File: config.mk
export PLATFORM = sky130hd
export DESIGN_NAME = mem_ctrl_flat
export DESIGN_NICKNAME = d
export VERILOG_FILES = /design/src/rtl/mem_ctrl_if.sv /design/src/rtl/mem_ctrl.sv /design/src/flat_wrapper.sv
export SDC_FILE = /design/constraint.sdc
export NUM_CORES = 1
export LEC_CHECK = 0
export BUFFER_PORTS_ARGS = -buffer_cell sky130_fd_sc_hd__buf_2
export CAP_MARGIN = 10
export CORE_ASPECT_RATIO = 2
export CORE_MARGIN = 8
export CORE_UTILIZATION = 53
export DETAILED_ROUTE_END_ITERATION = 10
export PLACE_DENSITY = 0.89
export SLEW_MARGIN = 5
export SYNTH_ARGS = -nofsm -noshare
export SYNTH_HDL_FRONTEND = slang
export SYNTH_SLANG_ARGS = --single-unit
File: constraint.sdc
create_clock -name clk -period 10.5 [get_ports clk]
set_clock_uncertainty 0.15 [all_clocks]
set_input_delay 3.15 -clock clk [delete_from_list [all_inputs] [get_ports clk]]
set_output_delay 3.15 -clock clk [all_outputs]
set_load 0.05 [all_outputs]
File: src/rtl/mem_ctrl_if.sv
// mem_ctrl_if: request/response and RAM-side signals of the memory controller.
//
// Ports (grouped as interface signals):
//   rdy, wrong_commit            global enable and pipeline flush
//   lsb_*                        load-store buffer request / completion
//   if_*                         instruction fetch request / completion
//   mem_din, mem_dout, mem_a,
//   mem_wr                       byte-serial single-port RAM
//
// Handshake: a requester raises *_enable with its address (and data/op) and
// holds all of them stable until it samples its *_mem_valid high. *_mem_valid
// is a one-cycle pulse; *_mem_res is valid in that cycle and holds its value
// until the next completion to the same requester.
//
// Modports: slave = the controller, master = the requesters plus the RAM.
interface mem_ctrl_if #(
    parameter int ADDR_W = 32
);
    logic              rdy;
    logic              wrong_commit;

    logic              lsb_enable;
    logic [ADDR_W-1:0] lsb_addr;
    logic [31:0]       lsb_data;
    logic              lsb_load;
    logic [4:0]        lsb_op;
    logic              lsb_mem_valid;
    logic [31:0]       lsb_mem_res;

    logic              if_enable;
    logic [ADDR_W-1:0] if_addr;
    logic              if_mem_valid;
    logic [31:0]       if_mem_res;

    logic [7:0]        mem_din;
    logic [7:0]        mem_dout;
    logic [ADDR_W-1:0] mem_a;
    logic              mem_wr;

    modport slave (
        input  rdy, wrong_commit,
        input  lsb_enable, lsb_addr, lsb_data, lsb_load, lsb_op,
        output lsb_mem_valid, lsb_mem_res,
        input  if_enable, if_addr,
        output if_mem_valid, if_mem_res,
        input  mem_din,
        output mem_dout, mem_a, mem_wr
    );

    modport master (
        output rdy, wrong_commit,
        output lsb_enable, lsb_addr, lsb_data, lsb_load, lsb_op,
        input  lsb_mem_valid, lsb_mem_res,
        output if_enable, if_addr,
        input  if_mem_valid, if_mem_res,
        output mem_din,
        input  mem_dout, mem_a, mem_wr
    );
endinterface

File: src/rtl/mem_ctrl.sv
// mem_ctrl: responder for the load-store buffer and the instruction fetcher,
// serving them from a byte-serial single-port RAM. Loads are assembled
// little-endian and sign/zero-extended; stores are written one byte per cycle.
// The LSB has priority over fetch. A one-edge DONE cooldown follows every
// completion so a requester that is still holding enable is not re-served.
//
// Ports:
//   clk        rising-edge clock
//   rst        asynchronous active-high reset
//   bus        mem_ctrl_if.slave (requests, completions, RAM port)
//   dbg_state  current FSM state (0 IDLE, 1 LSB_RD, 2 LSB_WR, 3 IF_RD, 4 DONE)
module mem_ctrl #(
    parameter int ADDR_W = 32
) (
    input  logic          clk,
    input  logic          rst,
    mem_ctrl_if.slave     bus,
    output logic [2:0]    dbg_state
);

    typedef enum logic [2:0] {
        IDLE   = 3'd0,
        LSB_RD = 3'd1,
        LSB_WR = 3'd2,
        IF_RD  = 3'd3,
        DONE   = 3'd4
    } state_t;

    state_t            state;
    logic [1:0]        cnt;     // index of the byte currently on the RAM port
    logic [ADDR_W-1:0] base;    // start address of the access
    logic [31:0]       wdata;   // store data
    logic [2:0]        op;      // funct3; fetches are recorded as W
    logic [31:0]       rbuf;    // bytes captured so far (upper bytes stay 0)

    logic [1:0]        last;
    logic [31:0]       word;
    logic [ADDR_W-1:0] next_a;
    logic [4:0]        wsh;
    logic [7:0]        wnext;
    logic              unused_op_hi;

    // Index of the final byte: N-1 for N = 1, 2 or 4. Unlisted codes are words.
    function automatic logic [1:0] last_idx(input logic [2:0] f3);
        case (f3)
            3'b000, 3'b100: last_idx = 2'd0;
            3'b001, 3'b101: last_idx = 2'd1;
            default:        last_idx = 2'd3;
        endcase
    endfunction

    function automatic logic [31:0] extend(input logic [2:0] f3, input logic [31:0] w);
        case (f3)
            3'b000:  extend = {{24{w[7]}}, w[7:0]};
            3'b001:  extend = {{16{w[15]}}, w[15:0]};
            3'b100:  extend = {24'd0, w[7:0]};
            3'b101:  extend = {16'd0, w[15:0]};
            default: extend = w;
        endcase
    endfunction

    assign last         = last_idx(op);
    assign next_a       = base + ADDR_W'(cnt) + ADDR_W'(1);  // wraps modulo 2^ADDR_W
    assign wsh          = {cnt + 2'd1, 3'b000};
    assign wnext        = wdata[wsh +: 8];
    assign unused_op_hi = ^bus.lsb_op[4:3];
    assign dbg_state    = state;

    // Captured bytes merged with the byte arriving on mem_din this cycle.
    always_comb begin
        word = rbuf;
        case (cnt)
            2'd0:    word[7:0]   = bus.mem_din;
            2'd1:    word[15:8]  = bus.mem_din;
            2'd2:    word[23:16] = bus.mem_din;
            default: word[31:24] = bus.mem_din;
        endcase
    end

    always_ff @(posedge clk or posedge rst) begin
        if (rst) begin
            state             <= IDLE;
            cnt               <= 2'd0;
            base              <= '0;
            wdata             <= 32'd0;
            op                <= 3'd0;
            rbuf              <= 32'd0;
            bus.lsb_mem_valid <= 1'b0;
            bus.lsb_mem_res   <= 32'd0;
            bus.if_mem_valid  <= 1'b0;
            bus.if_mem_res    <= 32'd0;
            bus.mem_dout      <= 8'd0;
            bus.mem_a         <= '0;
            bus.mem_wr        <= 1'b0;
        end else if (bus.rdy) begin
            bus.lsb_mem_valid <= 1'b0;
            bus.if_mem_valid  <= 1'b0;
            case (state)
                IDLE: begin
                    // A flush in the same cycle as a request cancels it.
                    if (!bus.wrong_commit) begin
                        if (bus.lsb_enable) begin
                            base      <= bus.lsb_addr;
                            wdata     <= bus.lsb_data;
                            op        <= bus.lsb_op[2:0];
                            cnt       <= 2'd0;
                            rbuf      <= 32'd0;
                            bus.mem_a <= bus.lsb_addr;
                            if (bus.lsb_load) begin
                                bus.mem_wr <= 1'b0;
                                state      <= LSB_RD;
                            end else begin
                                bus.mem_wr   <= 1'b1;
                                bus.mem_dout <= bus.lsb_data[7:0];
                                state        <= LSB_WR;
                            end
                        end else if (bus.if_enable) begin
                            base       <= bus.if_addr;
                            op         <= 3'b010;
                            cnt        <= 2'd0;
                            rbuf       <= 32'd0;
                            bus.mem_a  <= bus.if_addr;
                            bus.mem_wr <= 1'b0;
                            state      <= IF_RD;
                        end
                    end
                end

                LSB_RD, IF_RD: begin
                    if (bus.wrong_commit) begin
                        // Speculative read: drop it, including on its final byte.
                        bus.mem_a <= '0;
                        cnt       <= 2'd0;
                        state     <= IDLE;
                    end else if (cnt == last) begin
                        bus.mem_a <= '0;
                        cnt       <= 2'd0;
                        state     <= DONE;
                        if (state == LSB_RD) begin
                            bus.lsb_mem_valid <= 1'b1;
                            bus.lsb_mem_res   <= extend(op, word);
                        end else begin
                            bus.if_mem_valid <= 1'b1;
                            bus.if_mem_res   <= word;
                        end
                    end else begin
                        rbuf      <= word;
                        bus.mem_a <= next_a;
                        cnt       <= cnt + 2'd1;
                    end
                end

                LSB_WR: begin
                    // Stores are already committed; a flush does not stop them.
                    if (cnt == last) begin
                        bus.mem_wr        <= 1'b0;
                        bus.mem_dout      <= 8'd0;
                        bus.mem_a         <= '0;
                        bus.lsb_mem_valid <= 1'b1;
                        bus.lsb_mem_res   <= 32'd0;
                        cnt               <= 2'd0;
                        state             <= DONE;
                    end else begin
                        bus.mem_a    <= next_a;
                        bus.mem_dout <= wnext;
                        cnt          <= cnt + 2'd1;
                    end
                end

                DONE:    state <= IDLE;
                default: state <= IDLE;
            endcase
        end
    end

endmodule

File: src/flat_wrapper.sv
// flat-port wrapper written by rule: the top's interface ports become plain ports
module mem_ctrl_flat 
#(
    parameter int ADDR_W = 32
)
  (clk, rst, dbg_state, bus_rdy, bus_wrong_commit, bus_lsb_enable, bus_lsb_addr, bus_lsb_data, bus_lsb_load, bus_lsb_op, bus_lsb_mem_valid, bus_lsb_mem_res, bus_if_enable, bus_if_addr, bus_if_mem_valid, bus_if_mem_res, bus_mem_din, bus_mem_dout, bus_mem_a, bus_mem_wr);
  mem_ctrl_if #(.ADDR_W(ADDR_W)) bus_i ();
  input  logic clk;
  input  logic rst;
  output logic [2:0] dbg_state;
  input wire logic [$bits(bus_i.rdy)-1:0] bus_rdy;
  input wire logic [$bits(bus_i.wrong_commit)-1:0] bus_wrong_commit;
  input wire logic [$bits(bus_i.lsb_enable)-1:0] bus_lsb_enable;
  input wire logic [$bits(bus_i.lsb_addr)-1:0] bus_lsb_addr;
  input wire logic [$bits(bus_i.lsb_data)-1:0] bus_lsb_data;
  input wire logic [$bits(bus_i.lsb_load)-1:0] bus_lsb_load;
  input wire logic [$bits(bus_i.lsb_op)-1:0] bus_lsb_op;
  output wire logic [$bits(bus_i.lsb_mem_valid)-1:0] bus_lsb_mem_valid;
  output wire logic [$bits(bus_i.lsb_mem_res)-1:0] bus_lsb_mem_res;
  input wire logic [$bits(bus_i.if_enable)-1:0] bus_if_enable;
  input wire logic [$bits(bus_i.if_addr)-1:0] bus_if_addr;
  output wire logic [$bits(bus_i.if_mem_valid)-1:0] bus_if_mem_valid;
  output wire logic [$bits(bus_i.if_mem_res)-1:0] bus_if_mem_res;
  input wire logic [$bits(bus_i.mem_din)-1:0] bus_mem_din;
  output wire logic [$bits(bus_i.mem_dout)-1:0] bus_mem_dout;
  output wire logic [$bits(bus_i.mem_a)-1:0] bus_mem_a;
  output wire logic [$bits(bus_i.mem_wr)-1:0] bus_mem_wr;
  assign bus_i.rdy = bus_rdy;
  assign bus_i.wrong_commit = bus_wrong_commit;
  assign bus_i.lsb_enable = bus_lsb_enable;
  assign bus_i.lsb_addr = bus_lsb_addr;
  assign bus_i.lsb_data = bus_lsb_data;
  assign bus_i.lsb_load = bus_lsb_load;
  assign bus_i.lsb_op = bus_lsb_op;
  assign bus_lsb_mem_valid = bus_i.lsb_mem_valid;
  assign bus_lsb_mem_res = bus_i.lsb_mem_res;
  assign bus_i.if_enable = bus_if_enable;
  assign bus_i.if_addr = bus_if_addr;
  assign bus_if_mem_valid = bus_i.if_mem_valid;
  assign bus_if_mem_res = bus_i.if_mem_res;
  assign bus_i.mem_din = bus_mem_din;
  assign bus_mem_dout = bus_i.mem_dout;
  assign bus_mem_a = bus_i.mem_a;
  assign bus_mem_wr = bus_i.mem_wr;
  mem_ctrl #(.ADDR_W(ADDR_W)) u_core (.clk(clk), .rst(rst), .bus(bus_i), .dbg_state(dbg_state));
endmodule
Word-level counts from Yosys, hierarchy flattened --
Cells that the tools add are included.
Cells by class: add/subtract/negate cells 3, reduce and logical (&&, ||, !) cells 21, eq/ne operators 18, shift operators 1, bitwise operators 2, muxes and demuxes 58
Operator list (number):
- $mux W32 | 14
- $pmux W32 S2 | 2
- $pmux W32 S4 | 1
- $pmux W32 S3 | 1
- $mux W8 | 8
- $add A32 B1 Y32 const B | 1
- $add A32 B2 Y32 | 1
- $shiftx A32 B6 Y8 | 1
- $mux W3 | 7
- $pmux W8 S2 | 1
- $reduce_and A5 Y1 | 3
- $mux W1 | 13
- $mux W2 | 6
- $reduce_and A4 Y1 | 3
- $reduce_and A6 Y1 | 2
- $ne A2 B2 Y1 const B | 5
- $pmux W3 S3 | 1
- $reduce_bool A2 Y1 | 4
- $eq A3 B1 Y1 const B | 2
- $eq A3 B2 Y1 const B | 2
- $eq A3 B3 Y1 const B | 2
- $logic_not A3 Y1 | 2
- $ne A2 B1 Y1 const B | 3
- $pmux W2 S3 | 1
- 13 further kinds | 17
Storage, ports and cells: input bits 116, bits in registers 211, word-level logic and storage cells 116, output and inout port bits 110

Longest topological paths before layout --
depth after elaboration 8, mapped depth 10

Least setup slack after synthesis --
OpenSTA, ideal clock, no wires.
path kind input to register, start input bus_wrong_commit, end register u_core.rbuf[10], data arrival time 4.454 ns, library setup time 0.130 ns, path slack 5.766 ns, stages on the path 8, path buffers 3, cell sequence nor3b_1 -> nand2_1 -> or2_1 -> clkbuf_1 -> and2_1 -> buf_2 -> buf_2 -> o2bb2ai_1
On the way: longest elaborated chain between the ends 2, elaborated cells between the ends (all ways) 3
RTL lines:
- start, declared | line flat_wrapper.sv:12 | input wire logic [$bits(bus_i.wrong_commit)-1:0] bus_wrong_commit;
- $ne A2 B2 Y1 (no source line)
- $reduce_and A6 Y1 (no source line) (*)
- end signal, assigned | line mem_ctrl.sv:147 | rbuf <= word;
- end, declared | line mem_ctrl.sv:34 | logic [31:0] rbuf;
Mark *: on every way between the ends. The rest lies on a longest branch, timed or not. A chain may end at the register's enable or synchronous reset.

Final worst setup path --
start input bus_rdy, end register u_core.bus.lsb_mem_res[27]
On the way: longest elaborated chain between the ends 1
RTL lines:
- start, declared | line flat_wrapper.sv:11 | input wire logic [$bits(bus_i.rdy)-1:0] bus_rdy;
- $reduce_and A6 Y1 (no source line)
- end signal, assigned | line mem_ctrl.sv:141 | bus.lsb_mem_res <= extend(op, word);
- end, declared | line mem_ctrl_if.sv:43 | output lsb_mem_valid, lsb_mem_res,
Every way passes these cells.

==> results.sh <==
export IMPL_postRouteAntennaNets=0
export IMPL_cp_num_buf_inv=1
export IMPL_syn_avg_cell_area_sq_um=10.8
export IMPL_setup_viol=0
export IMPL_io_buffers=223
export IMPL_utilization_pct=64.4
export IMPL_p_seq_share_pct=36.7
export IMPL_worstPathRequired_ps=10790
export IMPL_regArea_sq_mm=0.00528
export IMPL_vias_per_cell=5.80
export IMPL_fp_dieArea_sq_mm=0.0235
export IMPL_p_int_mw=2.12
export IMPL_critPathCapture="u_core.bus.lsb_mem_res[27]"
export IMPL_drtIter0Drc=460
export IMPL_htreeDepth=1
export IMPL_slew_headroom_pct=25.9
export IMPL_post_dp_hpwl_um=19600
export IMPL_cp_depth=5
export IMPL_finalHoldViolCount=0
export IMPL_start_util_pct=54.0
export IMPL_power_switching_mw=1.71
export IMPL_antenna_found_initial=3
export IMPL_areaGrowthSynthToFinish_pct=19.2
export IMPL_grt_max_degree=153
export IMPL_synth_area_leaders="dfrtp_1, mux2i_1, nand2_1"
export IMPL_synth_cells=916
export IMPL_drc=0
export IMPL_max_clock_path_buffers=3
export IMPL_fmaxAchievable_mhz=180
export IMPL_tightest_slew_ps=1110
export IMPL_ios=226
export IMPL_rr_worst_depth=5
export IMPL_cts_repair_resized=0
export IMPL_r2r_end="u_core.bus.lsb_mem_res[27]"
export IMPL_critical_path_slowest_cell="a211oi_4"
export IMPL_worst_slack_ps=4940
export IMPL_grt_usage_pct=22.7
export IMPL_rsz0062_at_grt="false"
export IMPL_synth_top_area_cell="dfrtp_1"
export IMPL_clock_sinks=211
export IMPL_cts_tree="yes"
export IMPL_synth_top_area_share_pct=53.4
export IMPL_wirelength_um=26600
export IMPL_synthesis_area_sq_mm=0.00988
export IMPL_yosysSeqAreaShare_pct=53.4
export IMPL_first_global_vias=8241
export IMPL_rrSetupSlack_ps=6360
export IMPL_critPathTopFamily="simple AND/OR/NAND/NOR gates"
export IMPL_peakVddDrop_mv=0.252
export IMPL_slowest_delay_ps=970
export IMPL_rows=70
export IMPL_critPathKind="in -> reg"
export IMPL_die_y_um=209
export IMPL_ys_flop_type="dfrtp_1"
export IMPL_core_area_sq_mm=0.0183
export IMPL_clkPwrFrac_pct=20.1
export IMPL_root_buffer="clkbuf_16"
export IMPL_min_period_ps=5560
export IMPL_worstHoldPathType="reg -> reg"
export IMPL_status="finished, final reports clean"
export IMPL_p_leak_nw=5.76
export IMPL_async_reset_ff_share_pct=100
export IMPL_arrival_ps=5850
export IMPL_worst_setup_path_end_kind="flip-flop"
export IMPL_via_count=7758
export IMPL_grt_use_met3_pct=4.45
export IMPL_cts_buffers=20
export IMPL_drt_pass1_iterations=5
export IMPL_worst_setup_path_start_kind="primary input"
export IMPL_fp_dieW_um=113
export IMPL_synth_seq_cells=211
export IMPL_tns_ps=0
export IMPL_sw_frac_of_total_pct=44.7
export IMPL_clkTransAtPathRegs_ps=60
export IMPL_startpoint="bus_rdy"
export IMPL_insertion_delay_ps=510
export IMPL_fin_crit_sh_pct=53.0
export IMPL_cp_cell_sequence="buf_2 -> nor2b_1 -> nand3_2 -> a211oi_4 -> a22o_1"
export IMPL_power_frac_comb_pct=43.2
export IMPL_dp_slack_ps=4460
export IMPL_yosysWarnings=0
export IMPL_cts_setup_buffers=0
export IMPL_synth_edff_count=0
export IMPL_multi_input_area_sq_mm=0.00428
export IMPL_finalMaxSlewViolations=0
export IMPL_grt_pass1_wl_um=43100
export IMPL_num_fill_cells=1430
export IMPL_wl_per_cell_um=19.9
export IMPL_overflow=0
export IMPL_globalRoute_busiestLayer="met2"
export IMPL_critPathMaxFanout=50
export IMPL_synth_nets=1039
export IMPL_met2_usage_pct=41.3
export IMPL_place_congestion=0.862
export IMPL_powerDensity_mw_per_mm2=325
export IMPL_grt_use_met1_pct=23.8
export IMPL_cap_viol_max_count=0
export IMPL_r2r_start="u_core.cnt[0]"
export IMPL_layout_drive_gt1_share_pct=29.0
export IMPL_num_nets_final=1230
export IMPL_yosysUniqueCellTypes=53
export IMPL_holdBufCountCts=0
[placed cells by master, fill, tap and decap left out, types with 21 or more instances in the layout]
cell       count
a22o_1        27
o21ai_0       78
buf_2        223
clkbuf_16     21
mux2_2        32
o2bb2ai_1     24
mux2i_1       64
dfrtp_1      211
a21oi_1       34
nor2_1        51
xnor2_1       27
nand2_1      127
o21ai_1       28
[worst reg2reg max path, delay by kind of cell (launching register included)]
family	cells	cell delay, ps
AO/OA/AOI/OAI	3	1900
AND/OR/NAND/NOR	1	960
flip-flops	1	860
XOR/XNOR	1	220
[worst min-delay path by stage]
stage	from	to	slack, ps	cells past startpoint
after floorplan	u_core.base[0]	u_core.base[0]	300	2
after global placement	u_core.bus.if_mem_res[19]	u_core.bus.if_mem_res[19]	310	2
after detailed placement	u_core.bus.lsb_mem_res[6]	u_core.bus.lsb_mem_res[6]	310	2
after CTS	u_core.bus.if_mem_res[17]	u_core.bus.if_mem_res[17]	330	2
after global routing	u_core.bus.if_mem_res[19]	u_core.bus.if_mem_res[19]	340	2
final	u_core.bus.if_mem_res[17]	u_core.bus.if_mem_res[17]	320	2
[stage by stage]
stage	hold WS (ps)	instances	instance area, sq um	power [mW]
detailed placement	312	1301	11100	3.08
global route	344	1338	11800	4.04
CTS	328	1337	11800	3.85
floorplan	300	916	9880	2.58
finish	322	1338	11800	3.83
global placement	306	1301	11100	3.02
[state kept, by name, indices dropped and copies added, names as in the netlist, 3 cells and up]
signal,cells
u_core.bus.if_mem_res,32
u_core.bus.mem_a,32
u_core.dbg_state,3
u_core.base,32
u_core.bus.lsb_mem_res,32
u_core.rbuf,32
u_core.wdata,32
u_core.op,3
u_core.bus.mem_dout,8
[cell type report]
| cell class | count | area share [%] |
|---|---|---|
| Clock buffer | 30 | 5.17 |
| Clock inverter | 6 | 0.775 |
| Tap cell | 216 | 2.29 |
| Multi-Input combinational cell | 627 | 36.3 |
| Antenna cell | 1 | 0.0212 |
| Timing Repair Buffer | 232 | 10.0 |
| Sequential cell | 211 | 44.8 |
| Inverter | 15 | 0.542 |
[cell usage after synthesis (all sizes together), types with 4 or more instances]
cell and n:
o31ai 11, buf 21, o2bb2ai 24, a22o 27
mux2i 64, nor4 10, a2bb2oi 8, nand3 11
dfrtp 211, inv 15, nor2 51, ha 6
clkbuf 42, mux2 33, mux4 8, xnor2 27
nor3 6, a21oi 34, nand2b 4, a21o 20
o21ai 109, nand4 11, nand2 127
[routing by layer]
metal / share of wire [%] / wire length (um)
met5: 0.071 / 19
met4: 5.2 / 1380
met3: 5.8 / 1550
met2: 53 / 14200
met1: 36 / 9480
[power groups by stage]
stage          registers, mW  clock network [mW]  logic [mW]
2_1_floorplan           1.82                   0       0.760
3_3_place_gp            1.39                   0        1.62
3_5_place_dp            1.41                   0        1.67
4_1_cts                 1.40               0.781        1.67
5_1_grt                 1.45               0.812        1.78
6_report                1.41               0.772        1.66
[kinds of logic (layout without fill, tap and decap cells)]
logic type	after synthesis	after routing	share of synthesized area, %
buffers and inverters	78	283	3.37
DFF	211	211	53.4
adders and majority gates	7	7	0.962
xor gates and xnor gates	30	30	2.66
and+or+nand+nor	239	239	11.1
other	0	1	0
muxes	105	105	12.1
AOI/OAI and AO/OA	246	246	16.4
No activity file was read; power rests on OpenSTA's default activity.
